$ cat src/rtl/uart_rx.sv
// uart_rx: 16x-oversampled UART receiver. Recovers 1-start / DATA_BITS /
// optional parity / STOP_BITS frames from an asynchronous serial line and
// presents each word with a one-cycle valid pulse and parity/framing flags.
module uart_rx #(
  parameter int   DATA_BITS   = 8,
  parameter logic PARITY_EN   = 1'b1,
  parameter logic PARITY_TYPE = 1'b0,
  parameter int   STOP_BITS   = 1
) (
  input  logic                 clk,
  input  logic                 rst_n,
  input  logic                 tick_16x,
  input  logic                 rx_in,
  output logic [DATA_BITS-1:0] rx_data,
  output logic                 rx_valid,
  output logic                 parity_err,
  output logic                 frame_err,
  output logic                 rx_busy
);

  typedef enum logic [2:0] {
    S_IDLE   = 3'd0,
    S_START  = 3'd1,
    S_DATA   = 3'd2,
    S_PARITY = 3'd3,
    S_STOP1  = 3'd4,
    S_STOP2  = 3'd5,
    S_BREAK  = 3'd6
  } state_e;

  localparam logic [3:0] BIT_LAST = 4'(DATA_BITS - 1);

  state_e               state_q, state_d;
  logic                 rx_meta_q, rx_s_q;
  logic [3:0]           tick_cnt_q, tick_cnt_d;
  logic [3:0]           bit_cnt_q, bit_cnt_d;
  logic [DATA_BITS-1:0] shift_q, shift_d;
  logic                 perr_rec_q, perr_rec_d;
  logic                 ferr_rec_q, ferr_rec_d;
  logic [DATA_BITS-1:0] rx_data_q, rx_data_d;
  logic                 rx_valid_q, rx_valid_d;
  logic                 parity_err_q, parity_err_d;
  logic                 frame_err_q, frame_err_d;
  logic                 ferr_now;
  logic                 complete;

  // Two-flop synchronizer; idles high so reset does not look like a start bit.
  always_ff @(posedge clk or negedge rst_n) begin
    if (!rst_n) begin
      rx_meta_q <= 1'b1;
      rx_s_q    <= 1'b1;
    end else begin
      rx_meta_q <= rx_in;
      rx_s_q    <= rx_meta_q;
    end
  end

  // Next-state and datapath decisions; nothing but the synchronizer moves between ticks.
  always_comb begin
    state_d      = state_q;
    tick_cnt_d   = tick_cnt_q;
    bit_cnt_d    = bit_cnt_q;
    shift_d      = shift_q;
    perr_rec_d   = perr_rec_q;
    ferr_rec_d   = ferr_rec_q;
    rx_data_d    = rx_data_q;
    rx_valid_d   = 1'b0;
    parity_err_d = parity_err_q;
    frame_err_d  = frame_err_q;
    ferr_now     = ferr_rec_q;
    complete     = 1'b0;

    case (state_q)
      S_IDLE: begin
        if (tick_16x && !rx_s_q) begin
          state_d    = S_START;
          tick_cnt_d = 4'd0;
          perr_rec_d = 1'b0;
          ferr_rec_d = 1'b0;
        end
      end
      S_START: begin
        if (tick_16x) begin
          tick_cnt_d = tick_cnt_q + 4'd1;
          // Centre of the start bit: a high line here was only a glitch.
          if (tick_cnt_q == 4'd7) begin
            if (rx_s_q) begin
              state_d = S_IDLE;
            end else begin
              state_d    = S_DATA;
              tick_cnt_d = 4'd0;
              bit_cnt_d  = 4'd0;
            end
          end
        end
      end
      S_DATA: begin
        if (tick_16x) begin
          // 4-bit counter wraps 15 -> 0, which restarts the next bit period.
          tick_cnt_d = tick_cnt_q + 4'd1;
          if (tick_cnt_q == 4'd15) begin
            shift_d   = {rx_s_q, shift_q[DATA_BITS-1:1]};
            bit_cnt_d = bit_cnt_q + 4'd1;
            if (bit_cnt_q == BIT_LAST) begin
              state_d = PARITY_EN ? S_PARITY : S_STOP1;
            end
          end
        end
      end
      S_PARITY: begin
        if (tick_16x) begin
          tick_cnt_d = tick_cnt_q + 4'd1;
          if (tick_cnt_q == 4'd15) begin
            perr_rec_d = rx_s_q != (PARITY_TYPE ? ~^shift_q : ^shift_q);
            state_d    = S_STOP1;
          end
        end
      end
      S_STOP1: begin
        if (tick_16x) begin
          tick_cnt_d = tick_cnt_q + 4'd1;
          if (tick_cnt_q == 4'd15) begin
            ferr_now   = ferr_rec_q | ~rx_s_q;
            ferr_rec_d = ferr_now;
            // A bad first stop bit ends the frame now so the break detector takes over.
            if (STOP_BITS == 2 && !ferr_now) begin
              state_d = S_STOP2;
            end else begin
              complete = 1'b1;
            end
          end
        end
      end
      S_STOP2: begin
        if (tick_16x) begin
          tick_cnt_d = tick_cnt_q + 4'd1;
          if (tick_cnt_q == 4'd15) begin
            ferr_now   = ferr_rec_q | ~rx_s_q;
            ferr_rec_d = ferr_now;
            complete   = 1'b1;
          end
        end
      end
      S_BREAK: begin
        // Hold here while the line stays low so a break yields a single frame.
        if (tick_16x && rx_s_q) begin
          state_d = S_IDLE;
        end
      end
      default: begin
        state_d = S_IDLE;
      end
    endcase

    // Completion lands at the stop-bit centre, leaving half a bit to catch the next start.
    if (complete) begin
      rx_data_d    = shift_q;
      parity_err_d = PARITY_EN & perr_rec_q;
      frame_err_d  = ferr_now;
      rx_valid_d   = 1'b1;
      tick_cnt_d   = 4'd0;
      state_d      = ferr_now ? S_BREAK : S_IDLE;
    end
  end

  // State, counters and output registers.
  always_ff @(posedge clk or negedge rst_n) begin
    if (!rst_n) begin
      state_q      <= S_IDLE;
      tick_cnt_q   <= 4'd0;
      bit_cnt_q    <= 4'd0;
      shift_q      <= '0;
      perr_rec_q   <= 1'b0;
      ferr_rec_q   <= 1'b0;
      rx_data_q    <= '0;
      rx_valid_q   <= 1'b0;
      parity_err_q <= 1'b0;
      frame_err_q  <= 1'b0;
    end else begin
      state_q      <= state_d;
      tick_cnt_q   <= tick_cnt_d;
      bit_cnt_q    <= bit_cnt_d;
      shift_q      <= shift_d;
      perr_rec_q   <= perr_rec_d;
      ferr_rec_q   <= ferr_rec_d;
      rx_data_q    <= rx_data_d;
      rx_valid_q   <= rx_valid_d;
      parity_err_q <= parity_err_d;
      frame_err_q  <= frame_err_d;
    end
  end

  assign rx_data    = rx_data_q;
  assign rx_valid   = rx_valid_q;
  assign parity_err = parity_err_q;
  assign frame_err  = frame_err_q;
  assign rx_busy    = (state_q != S_IDLE);

endmodule

$ cat config.mk
export PLATFORM = sky130hd
export DESIGN_NAME = uart_rx
export DESIGN_NICKNAME = d
export VERILOG_FILES = /design/src/rtl/uart_rx.sv
export SDC_FILE = /design/constraint.sdc
export NUM_CORES = 1
export LEC_CHECK = 0
export CORE_AREA = 2 2 51 76
export DETAILED_ROUTE_END_ITERATION = 8
export DIE_AREA = 0 0 53 78
export GPL_TIMING_DRIVEN = 0
export PLACE_DENSITY = 0.72
export SLEW_MARGIN = 15
export SYNTH_ARGS = -nofsm -noshare
export SYNTH_HDL_FRONTEND = slang
export SYNTH_SLANG_ARGS = --single-unit
$ cat constraint.sdc
create_clock -name clk -period 1.77 [get_ports clk]
set_input_delay 0.2655 -clock clk [delete_from_list [all_inputs] [get_ports clk]]
set_output_delay 0.2655 -clock clk [all_outputs]
set_load 0.03 [all_outputs]
Word-level counts from Yosys, hierarchy flattened
Cells that the tools add are included.
{"block": "totals", "reg_bits": 34, "latchBits": 0, "ram_bits": 0, "rom_bits": 0, "inputBits": 4, "out_inout_bits": 12, "wordCells": 101, "mem_count": 0}
{"block": "op_classes", "add_sub_neg": 2, "multipliers": 0, "div": 0, "n_lt_le_gt_ge": 0, "eq_ne": 29, "shift": 0, "n_mux": 38, "n_bitwise": 2, "reduce_logical": 18}
{"operator": "4-bit two-way mux", "n": 11}
{"operator": "3-bit two-way mux", "n": 11}
{"operator": "3-bit != test (second input constant)", "n": 9}
{"operator": "3-bit one-hot mux with 6 select lines", "n": 1}
{"operator": "2-bit != test (second input constant)", "n": 8}
{"operator": "4-bit one-hot mux with 3 select lines", "n": 1}
{"operator": "1-bit two-way mux", "n": 10}
{"operator": "10-bit AND reduction", "n": 1}
{"operator": "3-bit == test (second input constant)", "n": 3}
{"operator": "4-bit by 1-bit adder with 4-bit output (second input constant)", "n": 2}
{"operator": "4-bit by 3-bit == test with 1-bit output (second input constant)", "n": 2}
{"operator": "4-bit one-hot mux with 2 select lines", "n": 1}
{"operator": "4-bit AND reduction", "n": 2}
{"operator": "8-bit XOR reduction", "n": 1}
{"operator": "3-bit by 2-bit == test with 1-bit output (second input constant)", "n": 2}
{"operator": "6-bit AND reduction", "n": 1}
{"operator": "2-bit nonzero test", "n": 3}
{"operator": "4-bit == test (second input constant)", "n": 1}
{"operator": "1-bit one-hot mux with 2 select lines", "n": 2}
{"operator": "4-bit nonzero test", "n": 1}
{"operator": "4-bit OR reduction", "n": 1}
{"operator": "3-bit by 1-bit == test with 1-bit output (second input constant)", "n": 1}
{"operator": "3-bit logical NOT", "n": 1}
{"operator": "3-bit by 1-bit != test with 1-bit output (second input constant)", "n": 1}
{"operator": "11 further kinds", "n": 12}

Logic depth before layout (Yosys ltp)
{"block": "depth", "word_depth": 7, "depth_mapped": 7}

Worst setup path before layout
OpenSTA, ideal clock, no wires.
{"block": "synth_path", "kind": "reg2reg", "from": "register tick_cnt_q[0]", "to": "register shift_q[2]", "t_arrival_ns": 1.580, "slack_ns": 0.065, "path_stages_with_launch": 7, "path_buffers": 2, "cell_sequence": "dfrtp_1 ha_1 and4_1 buf_2 nand2_1 buf_2 mux2_2"}
{"block": "synth_via", "elab_chain_len": 2}
{"item": "start, declared", "line": "35", "text": "logic [3:0] tick_cnt_q, tick_cnt_d;"}
{"item": "start signal, assigned", "line": "181", "text": "tick_cnt_q <= tick_cnt_d;"}
{"item": "4-bit == test", "line": "101", "text": "if (tick_cnt_q == 4'd15) begin"}
{"item": "3-bit AND reduction (no line)"}
{"item": "end signal, assigned", "line": "183", "text": "shift_q <= shift_d;"}
{"item": "end, declared", "line": "37", "text": "logic [DATA_BITS-1:0] shift_q, shift_d;"}
Every way passes these cells.
A chain may end at the register's enable or synchronous reset.

Worst setup path after layout
{"block": "layout_path", "from": "register state_q[0]", "to": "output port rx_busy"}
{"block": "layout_via", "elab_chain_len": 1}
{"item": "start, declared", "line": "33", "text": "state_e state_q, state_d;"}
{"item": "start signal, assigned", "line": "180", "text": "state_q <= state_d;"}
{"item": "3-bit nonzero test", "line": "197", "text": "assign rx_busy = (state_q != S_IDLE);"}
{"item": "end, declared", "line": "18", "text": "output logic rx_busy"}
Every way passes these cells.

==> flow_metrics.tcl <==
set metrics [dict create \
    status "finished clean" \
    cts_buffers 5 \
    r2r_end "perr_rec_q$_DFFE_PN0P_" \
    r2r-start "tick_cnt_q[0]$_DFFE_PN0P_" \
    grt_pass1_wl_mm 5.96 \
    gp_congestion 0.966 \
    pin_count 16 \
    drive_gt1_share_pct 25.8 \
    cts_tree "yes" \
    reg2reg_depth 6 \
    min_period_over_period_pct 96.8 \
    hold_path_class "primary input to async pin" \
    cts_buffer_depth 2 \
    p_per_area_nw_per_um2 1070 \
    crit_fanout 6 \
    worstSetupPathType "flip-flop to output port" \
    fin_nets 187 \
    synthCells 156 \
    combPwrFrac_pct 29.9 \
    clkPwrFrac_pct 25.7 \
    rrSetupSlack_ns 0.07 \
    grt_max_degree 35 \
    p_switching_w 0.000748 \
    fp-row-count 26 \
    die-height_um 78 \
    p_leak_nw 0.923 \
    grt_pass1_vias 1324 \
    overflow 0 \
    total_power_w 0.00217 \
    finClkSkew_ns 0.00541 \
    start_util_pct 49.1 \
    dp_hpwl_mm 2.50 \
    cp-start-kind "flip-flop" \
    fmax_mhz 584 \
    synth_edf_count 0 \
    synth.distinct_cells 40 \
    cts_max_level 2 \
    clock-sinks 34 \
    grt_use_total_pct 19.1 \
    layout_commonest_cell "dfrtp_1" \
    postLayoutCellArea_um2 2030 \
    final_hold_viol_count 0 \
    switching_share_pct 34.5 \
    fin_crit_ns 1.71 \
    avgSynthCellArea_um2 10.7 \
    cp.required_ns 1.50 \
    peakVddDrop_mv 0.850 \
    syn_nets 162 \
    worst_setup_path_end_kind "output port" \
    first_iter_violations 19 \
    mostFrequentLayoutCells "31 x dfrtp_1, 18 x nand2_1, 15 x mux2_2" \
    dieArea_um2 4130 \
    intPower_w 0.00142 \
    cts-root-buf "clkbuf_8" \
    finalMaxSlewViolations 0 \
    area_delta_synth_final_pct 21.1 \
    antenna_found_initial 0 \
    port_buffers 14 \
    arrival_ns 1.45 \
    slew_headroom_pct 51.4 \
    via_per_inst 5.62 \
    synthArstFlopShare_pct 100 \
    vias 1259 \
    cts_hold_buf 0 \
    synth_warnings 0 \
    remaining_drc_errors 0 \
    fill_cells 298 \
    synth-main-ff-cell "dfrtp_1" \
    synth_area_um2 1680 \
    drt_wl_total_mm 3.42 \
    avgRoutedWirePerCell_um 15.3 \
    first_pass_iters 4 \
    clk_pin_slew_ns 0.07 \
    tightest_slew_ns 0.729 \
    diodes 0 \
    ys_ff_latch 34 \
    die_w_um 53 \
    seqPwrFrac_pct 44.4 \
    drv_cap 0 \
    place_area_um2 1860 \
    clock_latency_ns 0.28 \
    multiInputGateArea_um2 806 \
    synth-seq-area-share_pct 50.9 \
    coreArea_um2 3420 \
    ant_nets 0 \
    setup_viol 0 \
    register_area_um2 855 \
]
[flip-flops by register name, indices dropped and copies added (netlist names), 3 cells and up]
| name | flops |
|---|---|
| bit_cnt_q | 4 |
| rx_data | 8 |
| shift_q | 8 |
| state_q | 3 |
| tick_cnt_q | 4 |
[synthesized netlist by cell type (4+ instances only)]
cell      number  area [um^2]
a21oi_1        8         40.0
buf_2          6         30.0
dfrtp_1       32          801
inv_1          4         15.0
mux2_2        15          169
nand2_1       18         67.6
nand3_1        4         20.0
nand3b_1       5         37.5
nor2_1         9         33.8
o21ai_0        6         30.0
o21ai_1        6         30.0
o31ai_1        4         30.0
xnor2_1        5         43.8
[worst max-delay path by stage]
stage,from,end,slack (ns)
after floorplan,tick_cnt_q[0]$_DFFE_PN0P_,shift_q[2]$_DFFE_PN0P_,0.07
after global placement,tick_cnt_q[0]$_DFFE_PN0P_,rx_data[4]$_DFFE_PN0P_,-0.30
after detailed placement,tick_cnt_q[0]$_DFFE_PN0P_,rx_data[5]$_DFFE_PN0P_,-0.35
after CTS,tick_cnt_q[0]$_DFFE_PN0P_,perr_rec_q$_DFFE_PN0P_,0.009
after global routing,tick_cnt_q[0]$_DFFE_PN0P_,state_q[0]$_DFFE_PN0P_,-0.01
final,state_q[0]$_DFFE_PN0P_,rx_busy,0.06
[cell families (layout without fill, tap and decap cells)]
group	after synthesis	count (layout)	share of synthesized area, %
flops	34	34	50.9
mux	17	17	11.6
fa+ha+maj	2	2	1.49
simple gates	46	46	13.7
buf+inv	12	38	3.36
compound gates	38	38	14.4
xor+xnor	7	7	4.48
[power by group through the flow]
stage	sequential [W]	combinational (W)	clock [W]
final	0.000964	0.000649	0.000559
after global routing	0.000973	0.000733	0.000609
after CTS	0.000953	0.000628	0.000574
after detailed placement	0.000970	0.000575	0
after global placement	0.000965	0.000542	0
after floorplan	0.000935	0.000449	0
[worst max-delay path, cell delays in order (launching register included)]
cell and delay, ns:
dfrtp_1 0.47, nor3_2 0.24, inv_1 0.10, dlygate4sd2_1 0.36
[layout make-up]
cell class,count,area share (%)
buffer,8,2.40
clock buffer,5,3.39
clock inverter,3,1.05
inverter,4,0.739
multi-input combinational,110,39.7
sequential,34,42.1
tap,42,2.59
timing repair buffer,18,8.07
[metrics by stage]
step,hold WS [ns],TNS [ns],worst slack (ns),cells,utilization (%)
2_1_floorplan,-0.0301,0,0.0651,156,-
3_3_place_gp,0.346,-10.05,-0.295,212,54.7
3_5_place_dp,0.347,-3.81,-0.345,212,54.6
4_1_cts,0.0704,0,0.00876,224,58.7
5_1_grt,0.115,-0.0109,-0.0109,224,59.5
6_report,0.0406,0,0.0575,224,59.5
[per-layer routing]
| layer | wire length, um | GRT usage, % | vias up |
|---|---|---|---|
| li1 | - | - | 607 |
| met1 | 1410 | 23.0 | 626 |
| met2 | 1870 | 32.1 | 22 |
| met3 | 94 | 4.23 | 4 |
| met4 | 46 | 7.69 | 0 |
| met5 | 0 | 0 | - |
[repair_timing]
item	4_1_cts	5_1_grt
pin swaps	1	0
resized for setup	6	8
gates cloned	0	0
endpoints found under the setup margin	20	8
buffers inserted	4	0
No activity file was read; power rests on OpenSTA's default activity.
